$ cat src/rtl/map_access_arbiter.sv
// ---------------------------------------------------------------------------
// map_access_arbiter
//
// Shares the single-port tile map between three requesters:
//   port 0 = Pacman movement, port 1 = ghost AI, port 2 = tile renderer.
// One read or write is carried at a time through IDLE -> ISSUE -> WAIT -> ACK.
// The winner's fields are latched in IDLE, so requesters may change them
// after the grant without affecting the transaction in flight.
// Out-of-range coordinates still walk the full sequence but never write the
// map, return rdata = 0 and raise oob with the ack pulse.
//
// Build option:
//   MAP_ARB_ROUND_ROBIN_EN  defined   -> round-robin arbitration; the search
//                                        starts at (last winner + 1) mod 3
//                           undefined -> fixed priority 0 > 1 > 2, no pointer
//
// Ports:
//   clock_50        in   1   system clock, rising edge
//   reset_n         in   1   synchronous active-low reset
//   req             in   3   request, bit i = requester i
//   req_we          in   3   write enable per requester (1 = write)
//   req_x, req_y    in  15   requester i coordinate at [5i+4:5i]
//   req_wdata       in   9   requester i tile code at [3i+2:3i]
//   ack             out  3   one-cycle one-hot completion pulse
//   rdata           out  3   read data, valid in the ack cycle only
//   oob             out  1   coordinates were out of range (with ack)
//   busy            out  1   FSM not in IDLE
//   map_x, map_y    out  5   coordinates to the map controller
//   map_data_in     out  3   write data to the map controller
//   map_readwrite   out  1   1 = write, high only in ISSUE
//   map_data_out    in   3   map read data, one cycle after the address
// ---------------------------------------------------------------------------
module map_access_arbiter #(
  parameter int MAP_COLS = 20,
  parameter int MAP_ROWS = 25
) (
  input  logic        clock_50,
  input  logic        reset_n,
  input  logic [2:0]  req,
  input  logic [2:0]  req_we,
  input  logic [14:0] req_x,
  input  logic [14:0] req_y,
  input  logic [8:0]  req_wdata,
  output logic [2:0]  ack,
  output logic [2:0]  rdata,
  output logic        oob,
  output logic        busy,
  output logic [4:0]  map_x,
  output logic [4:0]  map_y,
  output logic [2:0]  map_data_in,
  output logic        map_readwrite,
  input  logic [2:0]  map_data_out
);

  // Limits widened by one bit so a limit of 32 still compares correctly.
  localparam logic [5:0] LIM_X = 6'(MAP_COLS);
  localparam logic [5:0] LIM_Y = 6'(MAP_ROWS);

  typedef enum logic [1:0] {
    S_IDLE  = 2'd0,
    S_ISSUE = 2'd1,
    S_WAIT  = 2'd2,
    S_ACK   = 2'd3
  } state_t;

  state_t      r_state;
  state_t      w_state_nxt;

  logic [1:0]  w_win;
  logic        w_grant;
  logic        w_sel_we;
  logic [4:0]  w_sel_x;
  logic [4:0]  w_sel_y;
  logic [2:0]  w_sel_wdata;
  logic        w_sel_oob;

  logic [1:0]  r_win;
  logic        r_we;
  logic [4:0]  r_x;
  logic [4:0]  r_y;
  logic [2:0]  r_wdata;
  logic        r_oob;

  logic [2:0]  r_ack;
  logic [2:0]  r_rdata;
  logic        r_oob_out;

`ifdef MAP_ARB_ROUND_ROBIN_EN
  logic [1:0]  r_last;

  // First requester found when searching upward from last + 1 (mod 3).
  function automatic logic [1:0] pick_rr(input logic [2:0] r,
                                         input logic [1:0] last);
    logic [1:0] c;
    logic       found;
    logic [1:0] res;
    c     = last;
    found = 1'b0;
    res   = 2'd0;
    for (int k = 0; k < 3; k++) begin
      c = (c == 2'd2) ? 2'd0 : c + 2'd1;
      if (!found && r[c]) begin
        res   = c;
        found = 1'b1;
      end
    end
    return res;
  endfunction
`else
  function automatic logic [1:0] pick_fixed(input logic [2:0] r);
    if (r[0])      return 2'd0;
    else if (r[1]) return 2'd1;
    else           return 2'd2;
  endfunction
`endif

  // Arbitration and field selection for the candidate winner.
  always_comb begin
`ifdef MAP_ARB_ROUND_ROBIN_EN
    w_win = pick_rr(req, r_last);
`else
    w_win = pick_fixed(req);
`endif
    w_grant     = |req;
    w_sel_we    = req_we[0];
    w_sel_x     = req_x[4:0];
    w_sel_y     = req_y[4:0];
    w_sel_wdata = req_wdata[2:0];
    case (w_win)
      2'd1: begin
        w_sel_we    = req_we[1];
        w_sel_x     = req_x[9:5];
        w_sel_y     = req_y[9:5];
        w_sel_wdata = req_wdata[5:3];
      end
      2'd2: begin
        w_sel_we    = req_we[2];
        w_sel_x     = req_x[14:10];
        w_sel_y     = req_y[14:10];
        w_sel_wdata = req_wdata[8:6];
      end
      default: ;
    endcase
    w_sel_oob = ({1'b0, w_sel_x} >= LIM_X) || ({1'b0, w_sel_y} >= LIM_Y);
  end

  // Next-state logic.
  always_comb begin
    w_state_nxt = r_state;
    case (r_state)
      S_IDLE:  if (w_grant) w_state_nxt = S_ISSUE;
      S_ISSUE: w_state_nxt = S_WAIT;
      S_WAIT:  w_state_nxt = S_ACK;
      S_ACK:   w_state_nxt = S_IDLE;
      default: w_state_nxt = S_IDLE;
    endcase
  end

  always_ff @(posedge clock_50) begin
    if (!reset_n) r_state <= S_IDLE;
    else          r_state <= w_state_nxt;
  end

  // Transaction latch: captured once per grant, held until the next grant.
  // map_x/map_y follow these registers, so they hold outside ISSUE.
  always_ff @(posedge clock_50) begin
    if (!reset_n) begin
      r_win   <= 2'd0;
      r_we    <= 1'b0;
      r_x     <= 5'd0;
      r_y     <= 5'd0;
      r_wdata <= 3'd0;
      r_oob   <= 1'b0;
    end else if (r_state == S_IDLE && w_grant) begin
      r_win   <= w_win;
      r_we    <= w_sel_we;
      r_x     <= w_sel_x;
      r_y     <= w_sel_y;
      r_wdata <= w_sel_wdata;
      r_oob   <= w_sel_oob;
    end
  end

`ifdef MAP_ARB_ROUND_ROBIN_EN
  // Reset value 2 makes requester 0 the first to be searched.
  always_ff @(posedge clock_50) begin
    if (!reset_n)                            r_last <= 2'd2;
    else if (r_state == S_IDLE && w_grant)   r_last <= w_win;
  end
`endif

  // Completion outputs: loaded at the edge ending WAIT so they are visible
  // for exactly the ACK cycle, cleared on every other edge.
  always_ff @(posedge clock_50) begin
    if (!reset_n) begin
      r_ack     <= 3'd0;
      r_rdata   <= 3'd0;
      r_oob_out <= 1'b0;
    end else begin
      r_ack     <= 3'd0;
      r_rdata   <= 3'd0;
      r_oob_out <= 1'b0;
      if (r_state == S_WAIT) begin
        r_ack     <= 3'(3'b001 << r_win);
        r_oob_out <= r_oob;
        if (!r_we && !r_oob) r_rdata <= map_data_out;
      end
    end
  end

  assign ack         = r_ack;
  assign rdata       = r_rdata;
  assign oob         = r_oob_out;
  assign busy        = (r_state != S_IDLE);
  assign map_x       = r_x;
  assign map_y       = r_y;
  assign map_data_in = r_wdata;

  // Gated by reset_n so a reset asserted during ISSUE keeps the map from
  // committing the interrupted write on that same edge.
  assign map_readwrite = (r_state == S_ISSUE) && r_we && !r_oob && reset_n;

endmodule
$ cat config.mk
export PLATFORM = sky130hd
export DESIGN_NAME = map_access_arbiter
export DESIGN_NICKNAME = d
export VERILOG_FILES = /design/src/rtl/map_access_arbiter.sv
export SDC_FILE = /design/constraint.sdc
export NUM_CORES = 1
export LEC_CHECK = 0
export CAP_MARGIN = 10
export CORE_ASPECT_RATIO = 1.1
export CORE_MARGIN = 10
export CORE_UTILIZATION = 39
export DETAILED_ROUTE_END_ITERATION = 7
export PLACE_DENSITY = 0.77
export SETUP_SLACK_MARGIN = 0.4
export SLEW_MARGIN = 25
export SYNTH_ARGS = -nofsm -noshare
export SYNTH_HDL_FRONTEND = slang
export SYNTH_SLANG_ARGS = --single-unit
$ cat constraint.sdc
create_clock -name clock_50 -period 1.8 [get_ports clock_50]
set_input_delay 0.54 -clock clock_50 [delete_from_list [all_inputs] [get_ports clock_50]]
set_output_delay 0.54 -clock clock_50 [all_outputs]
set_load 0.05 [all_outputs]
==> summary.txt <==
Outcome
  – Status: finished clean

Power and ir drop
  – Clk pwr share: under 10%
  – Worst IR Drop VDD: 0.686 mV
  – Pint: around 0.0019 W
  – Comb power frac: 64.0%
  – P_leak: 1.13 nW
  – Switching pwr: 0.00131 W
  – Sequential share of power: 26.5%
  – Switching share of power: approximately two fifths
  – P per Cell Area: 1250 nW/um2

GRT
  – Pin count of the biggest net entering global routing: 22
  – Global-route wire length before repair: 7580 um
  – Initial antenna violation count: 0
  – GRT overflow: 0
  – Vias in the first global route: 1568
  – All-Layer GR Usage: 15.6%

Timing
  – RSZ-0062 raised after global routing: true
  – Setup violations, final: 0
  – Maximum clock frequency: 562 MHz
  – Final Hold Fails: 0
  – Clock skew: approximately 3.2 ps
  – Setup WS post-layout: roughly 20 ps
  – Final TNS setup: 0 ps
  – Period utilization: 98.9%
  – Hold Slack: about 470 ps
  – Pins Over Slew Limit: 0
  – Tmin final: 1780 ps
  – Max-slew headroom: about three quarters
  – Slew @ Worst Pin: approximately 390 ps

Drt
  – Final ANT Viol Nets: 0
  – Residual DRC: 0
  – DR vias/cell: 5.20
  – DR pass1 iterations: 4
  – Vias after detailed routing: approximately 1500
  – Routed Wire Length: 5070 um
  – Per-cell routed wire length: about 17 um
  – Initial DRC Count: between 80 and 90

Clock network
  – CTS clock-pin slew for the worst setup and hold paths: 140 ps
  – Total CTS buffers: 3
  – Clk Latency, worst-skew pair: 330 ps
  – Clk buf depth: 2
  – Root Driver: clkbuf_4
  – H-Tree Depth: 1
  – TritonCTS clock tree: built
  – Hold_buf cts: 0
  – Clock sinks: 26

Yosys
  – Syn nets: approximately 210
  – Yosys reg bits: 26
  – Unique cell type count in the Yosys netlist: 31
  – Seq/Total Area, Yosys: 39.1%
  – Cells after Synth: 156
  – Synthesis Warnings: 0
  – Avg Inst Size Synth: roughly 8.5 um2
  – Post-Syn Area: 1330 um2

Flow run
  – Max_cap viols: 0

Floorplanning
  – Core Footprint: approximately 3300 um2
  – Ports: 72
  – Initial Util: about two fifths
  – Die H: 81.3 um
  – Row count: 22
  – DIE AREA: approximately 6200 um2
  – Die width: approximately 76 um

Worst setup path
  – Type of origin of the critical path: register
  – Setup CP Type: reg -> out
  – Crit path arrival time: 1240 ps
  – Crit-path max FO: 2
  – Worst setup EP type: primary output
  – Worst endpoint required time: 1260 ps
  – Reg2reg path depth: 10

Placement
  – GP Congestion: 0.813
  – Final HPWL DP: 3570 um
  – Area post-placement: 2160 um2
  – Pre-CTS WS: -296 ps
  – Port Buffers: 71

Finish
  – Cell area after layout: 2590 um2
  – Antenna Cells: 0
  – Total Nets Final: about 310
  – FF+latch area: 549 um2
  – Fraction of layout instances using a drive strength above 1: 40.8%
  – Fillers: 232
  – Area occupied by multi-input gates: 818 um2
  – Syn-to-layout area delta: 94.5%

Hold path
  – Worst hold path class: reg -> reg
  – Hold path cells: 1
## sequential cells by signal, indices dropped and copies added, names as in the netlist
| register | flops |
|---|---|
| r_state | 2 |
| r_we | 1 |
| map_y | 5 |
| r_oob | 1 |
| rdata | 3 |
| ack | 3 |
| map_data_in | 3 |
| map_x | 5 |
| oob | 1 |
| r_win | 2 |
## power by group through the flow
stage	Combinational [W]	Clock (W)	Sequential, W
after detailed placement	0.00143	0	0.000803
final	0.00207	0.000308	0.000855
after global placement	0.00139	0	0.000799
after CTS	0.00180	0.000303	0.000827
after floorplan	0.000653	0	0.00109
after global routing	0.00218	0.000334	0.000872
## critical path, cell delays in order (launching register included)
cell	delay (ps)
dfxtp_2	350
inv_2	70
ha_4	120
and4b_4	240
buf_12	140
## stage by stage
stage,utilization (%),instances,total power [W]
floorplan,-,156,0.00174
detailed placement,65.3,269,0.00223
global route,78.4,291,0.00339
global placement,65.3,269,0.00219
finish,78.4,291,0.00323
CTS,73.0,286,0.00293
## placed cells by master (no fill, tap or decap), types with 2 or more instances in the layout
master,instances
nand2_1,41
inv_2,2
o21ai_2,5
mux2i_1,14
a21boi_1,12
a21oi_2,2
ha_4,2
and2_1,4
nor3b_1,2
nor3_1,3
o21ai_1,5
mux2_4,2
buf_6,17
clkbuf_4,3
o21ai_0,8
dlygate4sd2_1,5
clkdlybuf4s50_1,43
buf_4,20
buf_8,16
dfxtp_2,20
buf_12,3
nor2_1,3
dfxtp_1,5
## synth_stat cells, drive strengths merged
master / instances / share of area, %
nor3: 4 / 1.9
nor4: 1 / 0.47
a21oi: 3 / 1.1
nor3b: 2 / 1.1
o31a: 1 / 0.75
dfxtp: 26 / 39
and2: 4 / 1.9
mux2: 3 / 2.8
and3: 1 / 0.47
a21boi: 12 / 6.8
o21ai: 19 / 7.1
inv: 3 / 1.0
or4: 1 / 0.56
nand2: 41 / 12
o31ai: 1 / 1.6
nor2b: 1 / 0.47
clkbuf: 3 / 0.85
buf: 7 / 4.2
mux2i: 14 / 11
o32ai: 1 / 0.66
and4b: 1 / 0.75
ha: 3 / 2.8
a21o: 1 / 0.56
nor2: 3 / 0.85
## per-layer routing
layer | part of all wire [%] | GRT usage [%]
met1 | 37 | 16.7
met2 | 53 | 27.7
met4 | 1.6 | 6.13
met5 | 0 | 0
met3 | 8.4 | 4.88
## path summary, 6_finish.rpt
kind                                           end  slack, ps               startpoint
worst max register to register  r_oob$_SDFFE_PN0P_        140  r_state[1]$_SDFFE_PN0P_
worst max-delay path                 map_readwrite         20  r_state[1]$_SDFFE_PN0P_
worst min-delay path             ack[2]$_SDFF_PN0_        470    r_win[0]$_SDFFE_PN0P_
worst min register to register   ack[2]$_SDFF_PN0_        470    r_win[0]$_SDFFE_PN0P_
## final cells by class
type	instances	share of cell area, %
clock buffers	4	1.40
multi-input cells	117	31.6
repair buffers	105	43.3
inverters	3	0.725
well taps	36	1.74
flip-flops and latches	26	21.2
## what timing repair did
item | CTS | global route
endpoints found under the setup margin | 38 | 41
setup buffers | 11 | 5
gates resized for setup | 56 | 43
cloned | 2 | 0
pin swaps | 6 | 5
## logic make-up after synthesis
logic type	count (synthesis)	synth area share [%]
compound gates	38	18.6
fa+ha+maj	3	2.82
buf+inv	13	6.11
flops	26	39.1
mux	17	13.3
simple gates	59	20.0
No activity file was read; power rests on OpenSTA's default activity.
